$ cat src/rtl/sap_pkg.sv
// Shared opcodes, sequencer states and instruction helpers for the SAP-class accumulator core.
package sap_pkg;

    localparam logic [3:0] OP_NOP = 4'h0;
    localparam logic [3:0] OP_LDA = 4'h1;
    localparam logic [3:0] OP_ADD = 4'h2;
    localparam logic [3:0] OP_SUB = 4'h3;
    localparam logic [3:0] OP_STA = 4'h4;
    localparam logic [3:0] OP_LDI = 4'h5;
    localparam logic [3:0] OP_JMP = 4'h6;
    localparam logic [3:0] OP_JC  = 4'h7;
    localparam logic [3:0] OP_JZ  = 4'h8;
    localparam logic [3:0] OP_OUT = 4'hE;
    localparam logic [3:0] OP_HLT = 4'hF;

    typedef enum logic [2:0] {
        ST_IDLE = 3'd0,
        ST_LOAD = 3'd1,
        ST_T1   = 3'd2,
        ST_T2   = 3'd3,
        ST_T3   = 3'd4,
        ST_T4   = 3'd5,
        ST_T5   = 3'd6,
        ST_HALT = 3'd7
    } state_e;

    // Opcodes that go through MAR to reach RAM in T4.
    function automatic logic is_mem_op(input logic [3:0] op);
        case (op)
            OP_LDA, OP_ADD, OP_SUB, OP_STA: is_mem_op = 1'b1;
            default:                        is_mem_op = 1'b0;
        endcase
    endfunction

    // Cycles from T1 entry to the next T1 entry.
    function automatic logic [2:0] instr_len(input logic [3:0] op);
        case (op)
            OP_LDA, OP_STA: instr_len = 3'd4;
            OP_ADD, OP_SUB: instr_len = 3'd5;
            default:        instr_len = 3'd3;
        endcase
    endfunction

endpackage

$ cat src/rtl/sap_ram.sv
// Program/data RAM: one synchronous write port and one registered read port, never reset.
module sap_ram #(
    parameter int ADDR_W = 4,
    parameter int DATA_W = 8
) (
    input  logic              clk,
    input  logic              we,
    input  logic [ADDR_W-1:0] waddr,
    input  logic [DATA_W-1:0] wdata,
    input  logic [ADDR_W-1:0] raddr,
    output logic [DATA_W-1:0] rdata
);

    localparam int DEPTH = 2 ** ADDR_W;

    logic [DATA_W-1:0] mem_r [0:DEPTH-1];

    // Write lands at the edge; read data is registered for use in the following cycle.
    always_ff @(posedge clk) begin
        if (we) begin
            mem_r[waddr] <= wdata;
        end
        rdata <= mem_r[raddr];
    end

endmodule

$ cat src/rtl/sap_cpu_core.sv
// Accumulator CPU core: micro-step sequencer, datapath registers, ALU and program-load handshake.
module sap_cpu_core
    import sap_pkg::*;
#(
    parameter int DATA_W = 8,
    parameter int ADDR_W = 4
) (
    input  logic              clk,
    input  logic              rst,
    input  logic              prog_mode,
    input  logic              prog_valid,
    input  logic [DATA_W-1:0] prog_data,
    output logic              prog_ready,
    output logic              load_done,
    output logic [DATA_W-1:0] out_data,
    output logic              out_valid,
    output logic              cf,
    output logic              zf,
    output logic              halted
);

    localparam logic [ADDR_W-1:0] ADDR_ZERO = {ADDR_W{1'b0}};
    localparam logic [ADDR_W-1:0] ADDR_ONE  = {{(ADDR_W-1){1'b0}}, 1'b1};
    localparam logic [ADDR_W-1:0] ADDR_LAST = {ADDR_W{1'b1}};
    localparam logic [DATA_W-1:0] DATA_ZERO = {DATA_W{1'b0}};

    state_e            state_r;
    logic [ADDR_W-1:0] pc_r;
    logic [ADDR_W-1:0] mar_r;
    logic [ADDR_W-1:0] ptr_r;
    logic [DATA_W-1:0] ir_r;
    logic [DATA_W-1:0] a_r;
    logic [DATA_W-1:0] b_r;
    logic [DATA_W-1:0] out_data_r;
    logic              out_valid_r;
    logic              cf_r;
    logic              zf_r;
    logic              halted_r;
    logic              prog_ready_r;
    logic              load_done_r;

    logic [3:0]        opcode_s;
    logic [ADDR_W-1:0] operand_s;
    logic [DATA_W-1:0] operand_ext_s;
    logic [ADDR_W-1:0] mar_d_s;
    logic              ram_we_s;
    logic [ADDR_W-1:0] ram_waddr_s;
    logic [DATA_W-1:0] ram_wdata_s;
    logic [DATA_W-1:0] ram_rdata_s;
    logic              is_sub_s;
    logic [DATA_W-1:0] alu_b_s;
    logic [DATA_W:0]   alu_sum_s;

    assign opcode_s      = ir_r[DATA_W-1 -: 4];
    assign operand_s     = ir_r[ADDR_W-1:0];
    assign operand_ext_s = {{(DATA_W-ADDR_W){1'b0}}, operand_s};

    // Subtraction is A + ~B + 1, so carry out means "no borrow".
    assign is_sub_s  = (opcode_s == OP_SUB);
    assign alu_b_s   = is_sub_s ? ~b_r : b_r;
    assign alu_sum_s = {1'b0, a_r} + {1'b0, alu_b_s} + {{DATA_W{1'b0}}, is_sub_s};

    // Next MAR value; it also addresses the RAM so the read lands one state later.
    always_comb begin
        mar_d_s = mar_r;
        case (state_r)
            ST_T1: mar_d_s = pc_r;
            ST_T3: begin
                if (is_mem_op(opcode_s)) begin
                    mar_d_s = operand_s;
                end else begin
                    mar_d_s = mar_r;
                end
            end
            default: mar_d_s = mar_r;
        endcase
    end

    // Write port source: program loader in LOAD, accumulator store in T4.
    always_comb begin
        ram_we_s    = 1'b0;
        ram_waddr_s = ptr_r;
        ram_wdata_s = prog_data;
        case (state_r)
            ST_LOAD: ram_we_s = prog_valid & prog_ready_r;
            ST_T4: begin
                if (opcode_s == OP_STA) begin
                    ram_we_s    = 1'b1;
                    ram_waddr_s = mar_r;
                    ram_wdata_s = a_r;
                end else begin
                    ram_we_s    = 1'b0;
                end
            end
            default: ram_we_s = 1'b0;
        endcase
    end

    sap_ram #(
        .ADDR_W(ADDR_W),
        .DATA_W(DATA_W)
    ) u_ram (
        .clk  (clk),
        .we   (ram_we_s & ~rst),
        .waddr(ram_waddr_s),
        .wdata(ram_wdata_s),
        .raddr(mar_d_s),
        .rdata(ram_rdata_s)
    );

    // Sequencer, datapath registers and registered status outputs.
    always_ff @(posedge clk) begin
        if (rst) begin
            state_r      <= ST_IDLE;
            pc_r         <= ADDR_ZERO;
            mar_r        <= ADDR_ZERO;
            ptr_r        <= ADDR_ZERO;
            ir_r         <= DATA_ZERO;
            a_r          <= DATA_ZERO;
            b_r          <= DATA_ZERO;
            out_data_r   <= DATA_ZERO;
            out_valid_r  <= 1'b0;
            cf_r         <= 1'b0;
            zf_r         <= 1'b0;
            halted_r     <= 1'b0;
            prog_ready_r <= 1'b0;
            load_done_r  <= 1'b0;
        end else begin
            out_valid_r <= 1'b0;
            mar_r       <= mar_d_s;
            case (state_r)
                ST_IDLE: begin
                    if (prog_mode) begin
                        state_r      <= ST_LOAD;
                        ptr_r        <= ADDR_ZERO;
                        prog_ready_r <= 1'b1;
                    end else begin
                        state_r <= ST_T1;
                    end
                end
                ST_LOAD: begin
                    if (!prog_mode) begin
                        state_r      <= ST_T1;
                        pc_r         <= ADDR_ZERO;
                        ptr_r        <= ADDR_ZERO;
                        ir_r         <= DATA_ZERO;
                        a_r          <= DATA_ZERO;
                        b_r          <= DATA_ZERO;
                        cf_r         <= 1'b0;
                        zf_r         <= 1'b0;
                        prog_ready_r <= 1'b0;
                        load_done_r  <= 1'b0;
                    end else if (prog_valid && prog_ready_r) begin
                        ptr_r <= ptr_r + ADDR_ONE;
                        if (ptr_r == ADDR_LAST) begin
                            load_done_r  <= 1'b1;
                            prog_ready_r <= 1'b0;
                        end
                    end
                end
                ST_T1: state_r <= ST_T2;
                ST_T2: begin
                    ir_r    <= ram_rdata_s;
                    pc_r    <= pc_r + ADDR_ONE;
                    state_r <= ST_T3;
                end
                ST_T3: begin
                    state_r <= ST_T1;
                    case (opcode_s)
                        OP_LDA, OP_ADD, OP_SUB, OP_STA: state_r <= ST_T4;
                        OP_LDI: a_r <= operand_ext_s;
                        OP_JMP: pc_r <= operand_s;
                        OP_JC: begin
                            if (cf_r) begin
                                pc_r <= operand_s;
                            end
                        end
                        OP_JZ: begin
                            if (zf_r) begin
                                pc_r <= operand_s;
                            end
                        end
                        OP_OUT: begin
                            out_data_r  <= a_r;
                            out_valid_r <= 1'b1;
                        end
                        OP_HLT: begin
                            halted_r <= 1'b1;
                            state_r  <= ST_HALT;
                        end
                        default: state_r <= ST_T1;
                    endcase
                end
                ST_T4: begin
                    case (opcode_s)
                        OP_LDA: begin
                            a_r     <= ram_rdata_s;
                            state_r <= ST_T1;
                        end
                        OP_ADD, OP_SUB: begin
                            b_r     <= ram_rdata_s;
                            state_r <= ST_T5;
                        end
                        default: state_r <= ST_T1;
                    endcase
                end
                ST_T5: begin
                    a_r     <= alu_sum_s[DATA_W-1:0];
                    cf_r    <= alu_sum_s[DATA_W];
                    zf_r    <= (alu_sum_s[DATA_W-1:0] == DATA_ZERO);
                    state_r <= ST_T1;
                end
                ST_HALT: begin
                    if (prog_mode) begin
                        state_r      <= ST_LOAD;
                        ptr_r        <= ADDR_ZERO;
                        prog_ready_r <= 1'b1;
                        load_done_r  <= 1'b0;
                        halted_r     <= 1'b0;
                    end
                end
                default: state_r <= ST_IDLE;
            endcase
        end
    end

    assign prog_ready = prog_ready_r;
    assign load_done  = load_done_r;
    assign out_data   = out_data_r;
    assign out_valid  = out_valid_r;
    assign cf         = cf_r;
    assign zf         = zf_r;
    assign halted     = halted_r;

endmodule

$ cat config.mk
export PLATFORM = sky130hd
export DESIGN_NAME = sap_cpu_core
export DESIGN_NICKNAME = d
export VERILOG_FILES = /design/src/rtl/sap_pkg.sv /design/src/rtl/sap_ram.sv /design/src/rtl/sap_cpu_core.sv
export SDC_FILE = /design/constraint.sdc
export NUM_CORES = 1
export LEC_CHECK = 0
export ABC_AREA = 1
export CAP_MARGIN = 25
export CORE_MARGIN = 2
export CORE_UTILIZATION = 50
export CTS_CLUSTER_DIAMETER = 60
export DETAILED_ROUTE_END_ITERATION = 7
export GPL_TIMING_DRIVEN = 0
export PLACE_DENSITY_LB_ADDON = 0.05
export SLEW_MARGIN = 20
export SYNTH_ARGS = -nofsm -noshare
export SYNTH_HDL_FRONTEND = slang
export SYNTH_SLANG_ARGS = --single-unit
$ cat constraint.sdc
create_clock -name clk -period 2.6 [get_ports clk]
set_input_delay 0.52 -clock clk [delete_from_list [all_inputs] [get_ports clk]]
set_output_delay 0.52 -clock clk [all_outputs]
set_load 0.05 [all_outputs]
==> reports/metrics.cfg <==
[logic_synthesis]
synth-seq-cells = 189
synth_commonest_cells = nand2_1 (191), nand3_1 (178), inv_1 (166), edfxtp_1 (128), nor2_1 (65)
yosysWarnings = 0
synth_top_area_cell = edfxtp_1
yosysMostFrequentCell = nand2_1
syn_area_um2 = 8980
avgSynthCellArea_um2 = 8.90
synth_top_area_share = 0.428
synth.distinct_cells = 41
synth_area_leaders = edfxtp_1 (43%), dfxtp_1 (14%), nand3_1 (9.9%)
netlist_instances = 1009
synth-main-ff-cell = edfxtp_1
synth-edff-count = 128
syn_nets = 1031
synth-seq-area-share = 0.564
synth-async-reset-ratio = 0

[worst_setup_path]
path_max_fanout = 10
r2r-start = state_r[1]
path_cells = inv_1 > nand2_1 > nor2_1 > clkbuf_4 > nand2_4 > nand2_1 > o21ai_1 > inv_1 > nand3_2 > nor2_4
worstPathArrival_ns = 2.58
start_kind = register
startpoint = state_r[1]
required_ns = 2.72
worstSetupPathType = reg -> reg
slowest_delay_ns = 0.37
end_kind = register
slowest_stage = dfxtp_1

[placement]
port_buffers = 25
dp_hpwl_um = 15900
gp_congestion = 1.01
placed_cell_area_um2 = 9530

[sta]
slew_headroom = 0.462
finalSetupViolations = 0
timing.final.hold_violations = 0
min_period_over_period = 0.947
maxSlewViolCount = 0
worstMarginPinSlew_ns = 0.800
min_period_ns = 2.46
fmax_mhz = 406
rsz0062_at_grt = yes
tns_ns = 0
clock_skew_ns = 0.0103

[clock_tree]
h-tree-depth = 4
clk_pin_slew_ns = 0.07
clkSinkCount = 189
ctsHoldBuffers = 0
cts_root_buffer = clkbuf_16
clk_path_buf_depth = 2
numCtsBuffers = 17
tritoncts = done
clk_latency_ns = 0.44

[global_route]
antenna_found_initial = 0
grt_pass1_wl_um = 34500
grt_pass1_vias = 6427
grt_max_degree = 19
grt_use_total = 0.246
grt_overflow_total = 0

[cells_and_area]
design_area_um2 = 10400
n_fill_cell = 1581
seqCellArea_um2 = 5070
final_nets = 1079
multi_input_area_um2 = 3220
syn_to_final_growth_pct = 16.1
drive_gt1_frac = 0.113
num_antenna_cells = 0

[die]
die_w_um = 138
start_util = 0.515
die_area_um2 = 19000
die_h_um = 138
coreArea_um2 = 17400
rows = 48
io_pins = 26

[pwr]
total_power_uw = 8460
intPower_uw = 5690
p_per_area_nw_per_um2 = 812
vdd_drop_max_uv = 611
p_comb_frac = 0.243
p_switching_uw = 2770
leakage_uw = 0.00431
pwr-share-clk = 0.339
netSwitchingFraction = 0.327
pwr-share-seq = 0.418

[drt]
ant_nets = 0
drc = 0
via_count = 6879
drtIter0Drc = 581
viasPerCell = 5.31
first_pass_iters = 6
wl_um = 22400
wl_per_cell_um = 17.3

[run]
maxCapViolations = 0

[status]
outcome = finished, final reports clean

[hold_path]
hold_class = reg -> reg
worstHoldStart = u_ram.rdata[0]

[final timing paths]
check	end	slack, ns	cells after the start
max	u_ram.mem_r[15][7]	0.14	10
min	ir_r[0]	0.46	2
max reg2reg	u_ram.mem_r[15][7]	0.14	10
min reg2reg	ir_r[0]	0.46	2
[cells by family (layout without fill, tap and decap cells)]
family	after synthesis	count (layout)	synth area share
and+or+nand+nor	477	477	0.240
buffers and inverters	211	272	0.0978
DFF	189	189	0.564
AOI/OAI and AO/OA	104	104	0.0640
xor gates and xnor gates	12	12	0.0117
adders and majority gates	10	10	0.0148
muxes	6	6	0.00753
[sequential cells by signal (all words and copies together) (netlist names)]
signal,count
a_r,8
ir_r,8
ptr_r,4
pc_r,4
out_valid,1
halted,1
out_data,8
u_ram.rdata,8
u_ram.mem_r,128
prog_ready,1
state_r,3
mar_r,4
b_r,8
zf,1
load_done,1
cf,1
[repair_timing]
item                       4_1_cts  5_1_grt
pin swaps                        0        8
setup endpoints to repair      128      134
gates resized for setup         41        8
setup buffers                    0        3
[cells in the final DEF, fill, tap and decap left out, drive strengths merged]
master	netlist	routed
nor3	6	6
nand3b	16	16
nand4	4	4
clkbuf	7	25
clkinv	2	5
o211ai	5	5
edfxtp	128	128
fa	1	1
a31oi	2	2
or2	1	1
nand3	180	180
mux2	6	6
a211o	1	1
bufinv	0	4
nand2	200	200
xor2	2	2
o21bai	2	2
nor2	69	69
a22oi	1	1
inv	175	181
a22o	1	1
a211oi	1	1
o21ai	43	43
xnor2	10	10
nor3b	1	1
buf	27	30
dfxtp	61	61
a311oi	1	1
ha	9	9
clkinvlp	0	2
a21oi	47	47
clkdlybuf4s50	0	25
[layer usage]
| layer | track usage | vias up | part of all wire |
|---|---|---|---|
| met5 | 0 | - | 0 |
| met4 | 0.0969 | 0 | 0.024 |
| met3 | 0.0358 | 39 | 0.052 |
| met2 | 0.406 | 205 | 0.48 |
| met1 | 0.329 | 3215 | 0.44 |
| li1 | - | 3420 | - |
[power groups by stage]
stage               Sequential (uW)  Combinational, uW  Clock (uW)
CTS                            3530               2040        2900
finish                         3530               2060        2870
global route                   3550               2310        3000
floorplan                      3580               1420           0
detailed placement             3590               2010           0
global placement               3590               1990           0
[cell type report]
class                   count  share of cell area
clock buffers              17              0.0408
repair buffers             29              0.0309
inverters                 177              0.0638
well taps                 225              0.0270
flip-flops and latches    189               0.486
multi-input cells         609               0.309
plain buffers              34              0.0208
clock inverters            15              0.0217
[per-stage QoR]
step | hold slack, ns | utilization | setup WS, ns | instances
finish | 0.461 | 0.598 | 0.138 | 1295
global route | 0.490 | 0.598 | -0.0524 | 1295
CTS | 0.467 | 0.593 | 0.0312 | 1292
detailed placement | 0.460 | 0.547 | -0.379 | 1260
global placement | 0.452 | 0.546 | -1.20 | 1259
floorplan | 0.441 | - | 0.453 | 1009
[worst max-delay path: cells and delay by family, from the launching register on]
kind / cells / cell delay (ns)
simple gates: 6 / 1.08
buf+inv: 3 / 0.53
flops: 1 / 0.37
compound gates: 1 / 0.15
(Power assumes the default switching activity.)
